==> src/rtl/rps_match_sequencer_if.sv <==
// Player/core-facing signal bundle of the stone-paper-scissors match sequencer.
// master = the sequencer itself, slave = the player switches plus the game core.
interface rps_match_sequencer_if #(
    parameter int unsigned SCORE_W = 3
);
    logic               go;
    logic               mode;
    logic [1:0]         p1_sel;
    logic [1:0]         p2_sel;
    logic [1:0]         winner;
    logic               start;
    logic [1:0]         p1_move;
    logic [1:0]         p2_move;
    logic [SCORE_W-1:0] p1_score;
    logic [SCORE_W-1:0] p2_score;
    logic [3:0]         round_cnt;
    logic               match_over;
    logic [1:0]         match_winner;
    logic               err;
    logic [2:0]         seq_state;

    modport master (
        input  go, mode, p1_sel, p2_sel, winner,
        output start, p1_move, p2_move, p1_score, p2_score, round_cnt,
               match_over, match_winner, err, seq_state
    );

    modport slave (
        output go, mode, p1_sel, p2_sel, winner,
        input  start, p1_move, p2_move, p1_score, p2_score, round_cnt,
               match_over, match_winner, err, seq_state
    );
endinterface

==> src/rtl/rps_match_sequencer.sv <==
// Initiator side of the stone-paper-scissors core: turns player commits into round strobes,
// scores best-of-N matches and supplies an LFSR computer move in mode 1.
module rps_match_sequencer #(
    parameter int unsigned ROUNDS_TO_WIN = 2,
    parameter int unsigned RESULT_LAT    = 2,
    parameter int unsigned SCORE_W       = 3,
    parameter logic [7:0]  LFSR_SEED     = 8'hA5
) (
    input  logic                  clk,
    input  logic                  reset,
    rps_match_sequencer_if.master bus
);
    localparam int unsigned CNT_W = (RESULT_LAT > 1) ? $clog2(RESULT_LAT) : 1;

    typedef enum logic [2:0] {
        IDLE  = 3'd0,
        ISSUE = 3'd1,
        WAIT  = 3'd2,
        SCORE = 3'd3,
        DONE  = 3'd4
    } state_e;

    state_e             state_q;
    logic               go_q;
    logic               arm_q;
    logic [7:0]         lfsr_q;
    logic [7:0]         lfsr_d;
    logic               mode_q;
    logic [CNT_W-1:0]   wcnt_q;
    logic [1:0]         winner_q;
    logic               start_q;
    logic [1:0]         p1_move_q;
    logic [1:0]         p2_move_q;
    logic [SCORE_W-1:0] p1_score_q;
    logic [SCORE_W-1:0] p2_score_q;
    logic [SCORE_W-1:0] p1_score_d;
    logic [SCORE_W-1:0] p2_score_d;
    logic [3:0]         round_q;
    logic               over_q;
    logic [1:0]         mwin_q;
    logic               err_q;

    logic               go_rise;
    logic               mode_d;
    logic               sel_bad;
    logic [1:0]         cpu_move;

    always_comb begin
        // arm_q blocks a go that is already high when reset releases from counting as an edge
        go_rise    = bus.go & ~go_q & arm_q;
        lfsr_d     = {lfsr_q[6:0], lfsr_q[7] ^ lfsr_q[5] ^ lfsr_q[4] ^ lfsr_q[3]};
        cpu_move   = (lfsr_q[1:0] == 2'b11) ? 2'b00 : lfsr_q[1:0];
        mode_d     = (round_q == 4'd0) ? bus.mode : mode_q;
        sel_bad    = (bus.p1_sel == 2'b11) || (!mode_d && (bus.p2_sel == 2'b11));
        p1_score_d = p1_score_q + SCORE_W'(winner_q == 2'b01);
        p2_score_d = p2_score_q + SCORE_W'(winner_q == 2'b10);
    end

    always_ff @(posedge clk or negedge reset) begin
        if (!reset) begin
            state_q    <= IDLE;
            go_q       <= 1'b0;
            arm_q      <= 1'b0;
            lfsr_q     <= LFSR_SEED;
            mode_q     <= 1'b0;
            wcnt_q     <= '0;
            winner_q   <= '0;
            start_q    <= 1'b0;
            p1_move_q  <= '0;
            p2_move_q  <= '0;
            p1_score_q <= '0;
            p2_score_q <= '0;
            round_q    <= '0;
            over_q     <= 1'b0;
            mwin_q     <= '0;
            err_q      <= 1'b0;
        end else begin
            go_q    <= bus.go;
            arm_q   <= arm_q | ~bus.go;
            lfsr_q  <= lfsr_d;
            start_q <= 1'b0;
            err_q   <= 1'b0;
            case (state_q)
                IDLE: begin
                    if (go_rise) begin
                        if (round_q == 4'd0) mode_q <= bus.mode;
                        if (sel_bad) begin
                            err_q <= 1'b1;
                        end else begin
                            p1_move_q <= bus.p1_sel;
                            p2_move_q <= mode_d ? cpu_move : bus.p2_sel;
                            start_q   <= 1'b1;
                            state_q   <= ISSUE;
                        end
                    end
                end
                ISSUE: begin
                    wcnt_q  <= CNT_W'(RESULT_LAT - 1);
                    state_q <= WAIT;
                end
                WAIT: begin
                    if (wcnt_q == '0) begin
                        winner_q <= bus.winner;
                        state_q  <= SCORE;
                    end else begin
                        wcnt_q <= wcnt_q - CNT_W'(1);
                    end
                end
                SCORE: begin
                    p1_score_q <= p1_score_d;
                    p2_score_q <= p2_score_d;
                    err_q      <= (winner_q == 2'b11);
                    if (round_q != 4'hF) round_q <= round_q + 4'd1;
                    if (p1_score_d == SCORE_W'(ROUNDS_TO_WIN)) begin
                        over_q  <= 1'b1;
                        mwin_q  <= 2'b01;
                        state_q <= DONE;
                    end else if (p2_score_d == SCORE_W'(ROUNDS_TO_WIN)) begin
                        over_q  <= 1'b1;
                        mwin_q  <= 2'b10;
                        state_q <= DONE;
                    end else begin
                        state_q <= IDLE;
                    end
                end
                DONE: begin
                    if (go_rise) begin
                        p1_score_q <= '0;
                        p2_score_q <= '0;
                        round_q    <= '0;
                        over_q     <= 1'b0;
                        mwin_q     <= '0;
                        state_q    <= IDLE;
                    end
                end
                default: state_q <= IDLE;
            endcase
        end
    end

    assign bus.start        = start_q;
    assign bus.p1_move      = p1_move_q;
    assign bus.p2_move      = p2_move_q;
    assign bus.p1_score     = p1_score_q;
    assign bus.p2_score     = p2_score_q;
    assign bus.round_cnt    = round_q;
    assign bus.match_over   = over_q;
    assign bus.match_winner = mwin_q;
    assign bus.err          = err_q;
    assign bus.seq_state    = 3'(state_q);
endmodule

==> src/flat_wrapper.sv <==
// flat-port wrapper written by rule: the top's interface ports become plain ports
module rps_match_sequencer_flat 
#(
    parameter int unsigned ROUNDS_TO_WIN = 2,
    parameter int unsigned RESULT_LAT    = 2,
    parameter int unsigned SCORE_W       = 3,
    parameter logic [7:0]  LFSR_SEED     = 8'hA5
)
  (clk, reset, bus_go, bus_mode, bus_p1_sel, bus_p2_sel, bus_winner, bus_start, bus_p1_move, bus_p2_move, bus_p1_score, bus_p2_score, bus_round_cnt, bus_match_over, bus_match_winner, bus_err, bus_seq_state);
  rps_match_sequencer_if #(.SCORE_W(SCORE_W)) bus_i ();
  input  logic clk;
  input  logic reset;
  input wire logic [$bits(bus_i.go)-1:0] bus_go;
  input wire logic [$bits(bus_i.mode)-1:0] bus_mode;
  input wire logic [$bits(bus_i.p1_sel)-1:0] bus_p1_sel;
  input wire logic [$bits(bus_i.p2_sel)-1:0] bus_p2_sel;
  input wire logic [$bits(bus_i.winner)-1:0] bus_winner;
  output wire logic [$bits(bus_i.start)-1:0] bus_start;
  output wire logic [$bits(bus_i.p1_move)-1:0] bus_p1_move;
  output wire logic [$bits(bus_i.p2_move)-1:0] bus_p2_move;
  output wire logic [$bits(bus_i.p1_score)-1:0] bus_p1_score;
  output wire logic [$bits(bus_i.p2_score)-1:0] bus_p2_score;
  output wire logic [$bits(bus_i.round_cnt)-1:0] bus_round_cnt;
  output wire logic [$bits(bus_i.match_over)-1:0] bus_match_over;
  output wire logic [$bits(bus_i.match_winner)-1:0] bus_match_winner;
  output wire logic [$bits(bus_i.err)-1:0] bus_err;
  output wire logic [$bits(bus_i.seq_state)-1:0] bus_seq_state;
  assign bus_i.go = bus_go;
  assign bus_i.mode = bus_mode;
  assign bus_i.p1_sel = bus_p1_sel;
  assign bus_i.p2_sel = bus_p2_sel;
  assign bus_i.winner = bus_winner;
  assign bus_start = bus_i.start;
  assign bus_p1_move = bus_i.p1_move;
  assign bus_p2_move = bus_i.p2_move;
  assign bus_p1_score = bus_i.p1_score;
  assign bus_p2_score = bus_i.p2_score;
  assign bus_round_cnt = bus_i.round_cnt;
  assign bus_match_over = bus_i.match_over;
  assign bus_match_winner = bus_i.match_winner;
  assign bus_err = bus_i.err;
  assign bus_seq_state = bus_i.seq_state;
  rps_match_sequencer #(.ROUNDS_TO_WIN(ROUNDS_TO_WIN), .RESULT_LAT(RESULT_LAT), .SCORE_W(SCORE_W), .LFSR_SEED(LFSR_SEED)) u_core (.clk(clk), .reset(reset), .bus(bus_i));
endmodule
==> config.mk <==
export PLATFORM = sky130hd
export DESIGN_NAME = rps_match_sequencer_flat
export DESIGN_NICKNAME = d
export VERILOG_FILES = /design/src/rtl/rps_match_sequencer_if.sv /design/src/rtl/rps_match_sequencer.sv /design/src/flat_wrapper.sv
export SDC_FILE = /design/constraint.sdc
export NUM_CORES = 1
export LEC_CHECK = 0
export BUFFER_PORTS_ARGS = -buffer_cell sky130_fd_sc_hd__buf_2
export CORE_ASPECT_RATIO = 1.2
export CORE_MARGIN = 1
export CORE_UTILIZATION = 35
export DETAILED_ROUTE_END_ITERATION = 16
export GPL_TIMING_DRIVEN = 0
export SLEW_MARGIN = 20
export SYNTH_ARGS = -nofsm -noshare
export SYNTH_HDL_FRONTEND = slang
export SYNTH_SLANG_ARGS = --single-unit
==> constraint.sdc <==
create_clock -name clk -period 3.1 [get_ports clk]
set_input_delay 0.465 -clock clk [delete_from_list [all_inputs] [get_ports clk]]
set_output_delay 0.465 -clock clk [all_outputs]
set_load 0.02 [all_outputs]
==> metrics.md <==
| Metric | Value |
|---|---|
| CP Launch Point | `u_core.bus.round_cnt[0]$_DFFE_PN0P_` |
| Fin util | `44.4%` |
| 1st-pass router iterations | `4` |
| Remaining global-route overflow | `0` |
| Gpl congestion | `roughly 0.72` |
| Most frequent cells in the layout | `buf_2 (33), dfrtp_1 (32), o21ai_0 (14)` |
| Leakage power | `a little over 0.9 nW` |
| Worst path most repeated cell | `mux2_2` |
| Fin crit period | `2.28 ns` |
| Internal | `between 1 and 1.5 mW` |
| Slowest stage cell, crit path | `mux2i_1` |
| Placed Instance Area | `roughly 1800 sq um` |
| Buf+Inv Stages, Crit Path | `1` |
| Std-Cell Rows | `26` |
| Drt total wl | `roughly 3100 um` |
| FF+latch area | `between 900 and 1000 sq um` |
| Post-route clock period utilization | `around three quarters` |
| Area grow syn2layout | `19.8%` |
| Placed Cells | `~220` |
| Logic pwr share | `between 40% and 50%` |
| Warnings from Yosys | `0` |
| CP peak stage delay | `~0.54 ns` |
| Post-route ant nets | `0` |
| Core Area | `between 4000 and 5000 sq um` |
| Mapped Avg Cell Area | `between 10 and 15 sq um` |
| NetSw | `between 700 and 800 uW` |
| Max_cap viols | `0` |
| Clock power frac | `roughly 18%` |
| Reg power frac | `39.8%` |
| Startpoint types | `flop` |
| WHS | `around 0.26 ns` |
| Final #Nets | `around 190` |
| Status | `finished, final reports clean` |
| Achievable clock frequency | `about 440 MHz` |
| Synth Register Bits | `36` |
| Capture point of the critical path | `u_core.bus.p2_move[1]$_DFFE_PN0P_` |
| Largest cells by area after synthesis | `dfrtp_1 (50%), dfstp_2 (6.6%), mux2_2 (6.3%)` |
| Port Buffers | `31` |
| Clock Tree Root | `clkbuf_8` |
| Reg2reg end | `u_core.bus.p2_move[1]$_DFFE_PN0P_` |
| PwrDens | `~950 nW/um^2` |
| Share of layout cells above drive strength 1 | `around 34%` |
| DRC errors left | `0` |
| Routed wire per std cell | `between 10 and 15 um` |
| Hold-fix buffers, CTS | `0` |
| Largest net degree at the start of global routing | `37` |
| Io pins | `32` |
| R2R cell count | `6` |
| Req. time, crit path | `about 3.3 ns` |
| HP Class | `primary input to async pin` |
| Peak VDD IR | `a little over 0.4 mV` |
| Num Clock Sinks | `36` |
| PostCTS Resize Cnt | `0` |
| RSZ-0062 raised after global routing | `no` |
| Fin. max-slew vios | `0` |
| Reg-to-reg startpoint | `u_core.bus.round_cnt[0]$_DFFE_PN0P_` |
| Layout fillers | `roughly 420` |
| Clock-pin slew on the worst setup and hold paths | `0.07 ns` |
| Top cell type's share of synthesized area | `49.9%` |
| Die Wd | `~64 um` |
| Worst path cell trace | `inv_1 > ha_1 > nor3b_1 > mux2i_1 > mux2_2 > mux2_2` |
| Design area | `a little under 2000 sq um` |
| HPWL after DPL | `between 2000 and 2500 um` |
| Number of global-route vias before repair | `approximately 1200` |
| Final hold vios | `0` |
| Post-synth top area cell | `dfrtp_1` |
| Final number of setup-violating endpoints | `0` |
| Die Ht | `about 76 um` |
| Total CTS buffers | `5` |
| Register-to-register path setup slack | `around 0.82 ns` |
| Sw Ratio | `around 40%` |
| Worst Setup End Kind | `flop` |
| Via Count | `approximately 1200` |
| Register area share after synthesis | `roughly 56%` |
| Synth Instances | `137` |
| Top_reg_cell synth | `dfrtp_1` |
| Crit-path max FO | `4` |
| Worst-case clock buffer depth | `2` |
| Post-Route Setup TNS | `0 ns` |
| Worst Path Arrival | `about 2.5 ns` |
| Post-synthesis async set-or-reset flop share | `100%` |
| Tot GR Track Use | `~14%` |
| Die footprint | `around 4900 sq um` |
| CTS tree | `yes` |
| Commonest non-fill, non-tap cell in the layout | `buf_2` |
| Multi-input combinational cell area | `around 670 sq um` |
| Top delay family on crit path | `multiplexers` |
| Skew-Pair Late Insertion Delay | `roughly 0.28 ns` |
| Final Non-Filler Cells | `between 200 and 250` |
| Vias per cell | `approximately 5.0` |
| Post-synth EDFFs | `0` |
| DR iter-0 viols | `80` |
| H-tree depth | `2` |
| Worst Clk Skew | `approximately 0.0038 ns` |
| Initial antenna violation count | `0` |
| Diode count | `0` |
| Slew Limit Headroom | `48.3%` |
| Syn_nets | `between 150 and 200` |
| Initial Util | `between 30% and 40%` |
| Post-Syn Area | `1600 sq um` |
| Wire length of the first global-routing pass | `about 5300 um` |
| Worst Tran Pin Value | `0.776 ns` |
| Cell variety after synth | `36` |
| Number of post-CTS setup repair buffers | `0` |
| Critical path depth | `6` |
| Crit Path Class | `flop to flop` |
-- cell usage after synthesis (2+ instances only) --
cell,n
dfstp_2,4
xnor2_1,4
nor2_1,4
a22o_1,2
nand3_1,6
or3_1,2
a22oi_1,2
nor3b_1,2
and3b_1,2
nand2b_1,2
buf_2,2
mux2_2,9
dfrtp_1,32
a21oi_1,3
o21ai_0,14
inv_1,4
nor2b_1,6
ha_1,6
nand3b_1,2
nand2_1,13
-- state kept, by name, summed over array words and instances, names as in the netlist, 2 cells and up --
name,flops
u_core.winner_q,2
u_core.bus.p1_move,2
u_core.bus.p2_move,2
u_core.lfsr_q,8
u_core.bus.match_winner,2
u_core.bus.seq_state,3
u_core.bus.round_cnt,4
u_core.bus.p2_score,3
u_core.bus.p1_score,3
-- power groups by stage --
stage          clock, mW  sequential, mW  combinational [mW]
5_1_grt            0.362           0.749               0.845
3_3_place_gp           0           0.727               0.748
2_1_floorplan          0           0.861               0.399
6_report           0.327           0.724               0.768
4_1_cts            0.340           0.724               0.781
3_5_place_dp           0           0.731               0.774
-- routing by layer --
layer | GRT usage, % | vias up | share of wire, %
met3 | 4.34 | 2 | 5.4
met4 | 5.45 | 0 | 0.36
li1 | - | 560 | -
met2 | 22.2 | 32 | 48
met1 | 18.1 | 562 | 46
met5 | 0 | - | 0
-- area by class of cell --
cell class | count | share of cell area [%]
inverters | 4 | 0.781
plain buffers | 3 | 0.716
clock buffers | 5 | 3.58
multi-input cells | 94 | 34.8
clock inverters | 3 | 1.24
well taps | 56 | 3.65
flip-flops and latches | 36 | 47.1
repair buffers | 31 | 8.07
-- cells by family (layout without fill, tap and decap cells) --
logic type / after synthesis / in the layout / synth area share, %
simple gates: 47 / 47 / 16.6
flops: 36 / 36 / 56.5
compound gates: 26 / 26 / 10.8
mux: 10 / 10 / 6.94
buf+inv: 7 / 46 / 1.79
fa+ha+maj: 6 / 6 / 4.68
xor+xnor: 5 / 5 / 2.73
-- worst min path at each step --
stage	from	endpoint	slack (ns)	cells past startpoint
5_1_grt	reset	u_core.lfsr_q[6]$_DFF_PN0_	0.31	1
3_5_place_dp	u_core.lfsr_q[6]$_DFF_PN0_	u_core.lfsr_q[7]$_DFF_PN1_	0.34	0
3_3_place_gp	u_core.lfsr_q[6]$_DFF_PN0_	u_core.lfsr_q[7]$_DFF_PN1_	0.34	0
4_1_cts	reset	u_core.lfsr_q[6]$_DFF_PN0_	0.28	1
2_1_floorplan	reset	u_core.arm_q$_DFF_PN0_	0.17	0
6_report	reset	u_core.lfsr_q[6]$_DFF_PN0_	0.26	1
-- through the flow --
step           worst slack, ns  total power, mW
2_1_floorplan            0.963             1.26
3_3_place_gp             0.867             1.47
3_5_place_dp             0.819             1.50
4_1_cts                  0.783             1.85
5_1_grt                  0.650             1.96
6_report                 0.816             1.82
Note: power is estimated with default switching activity, not from simulation.
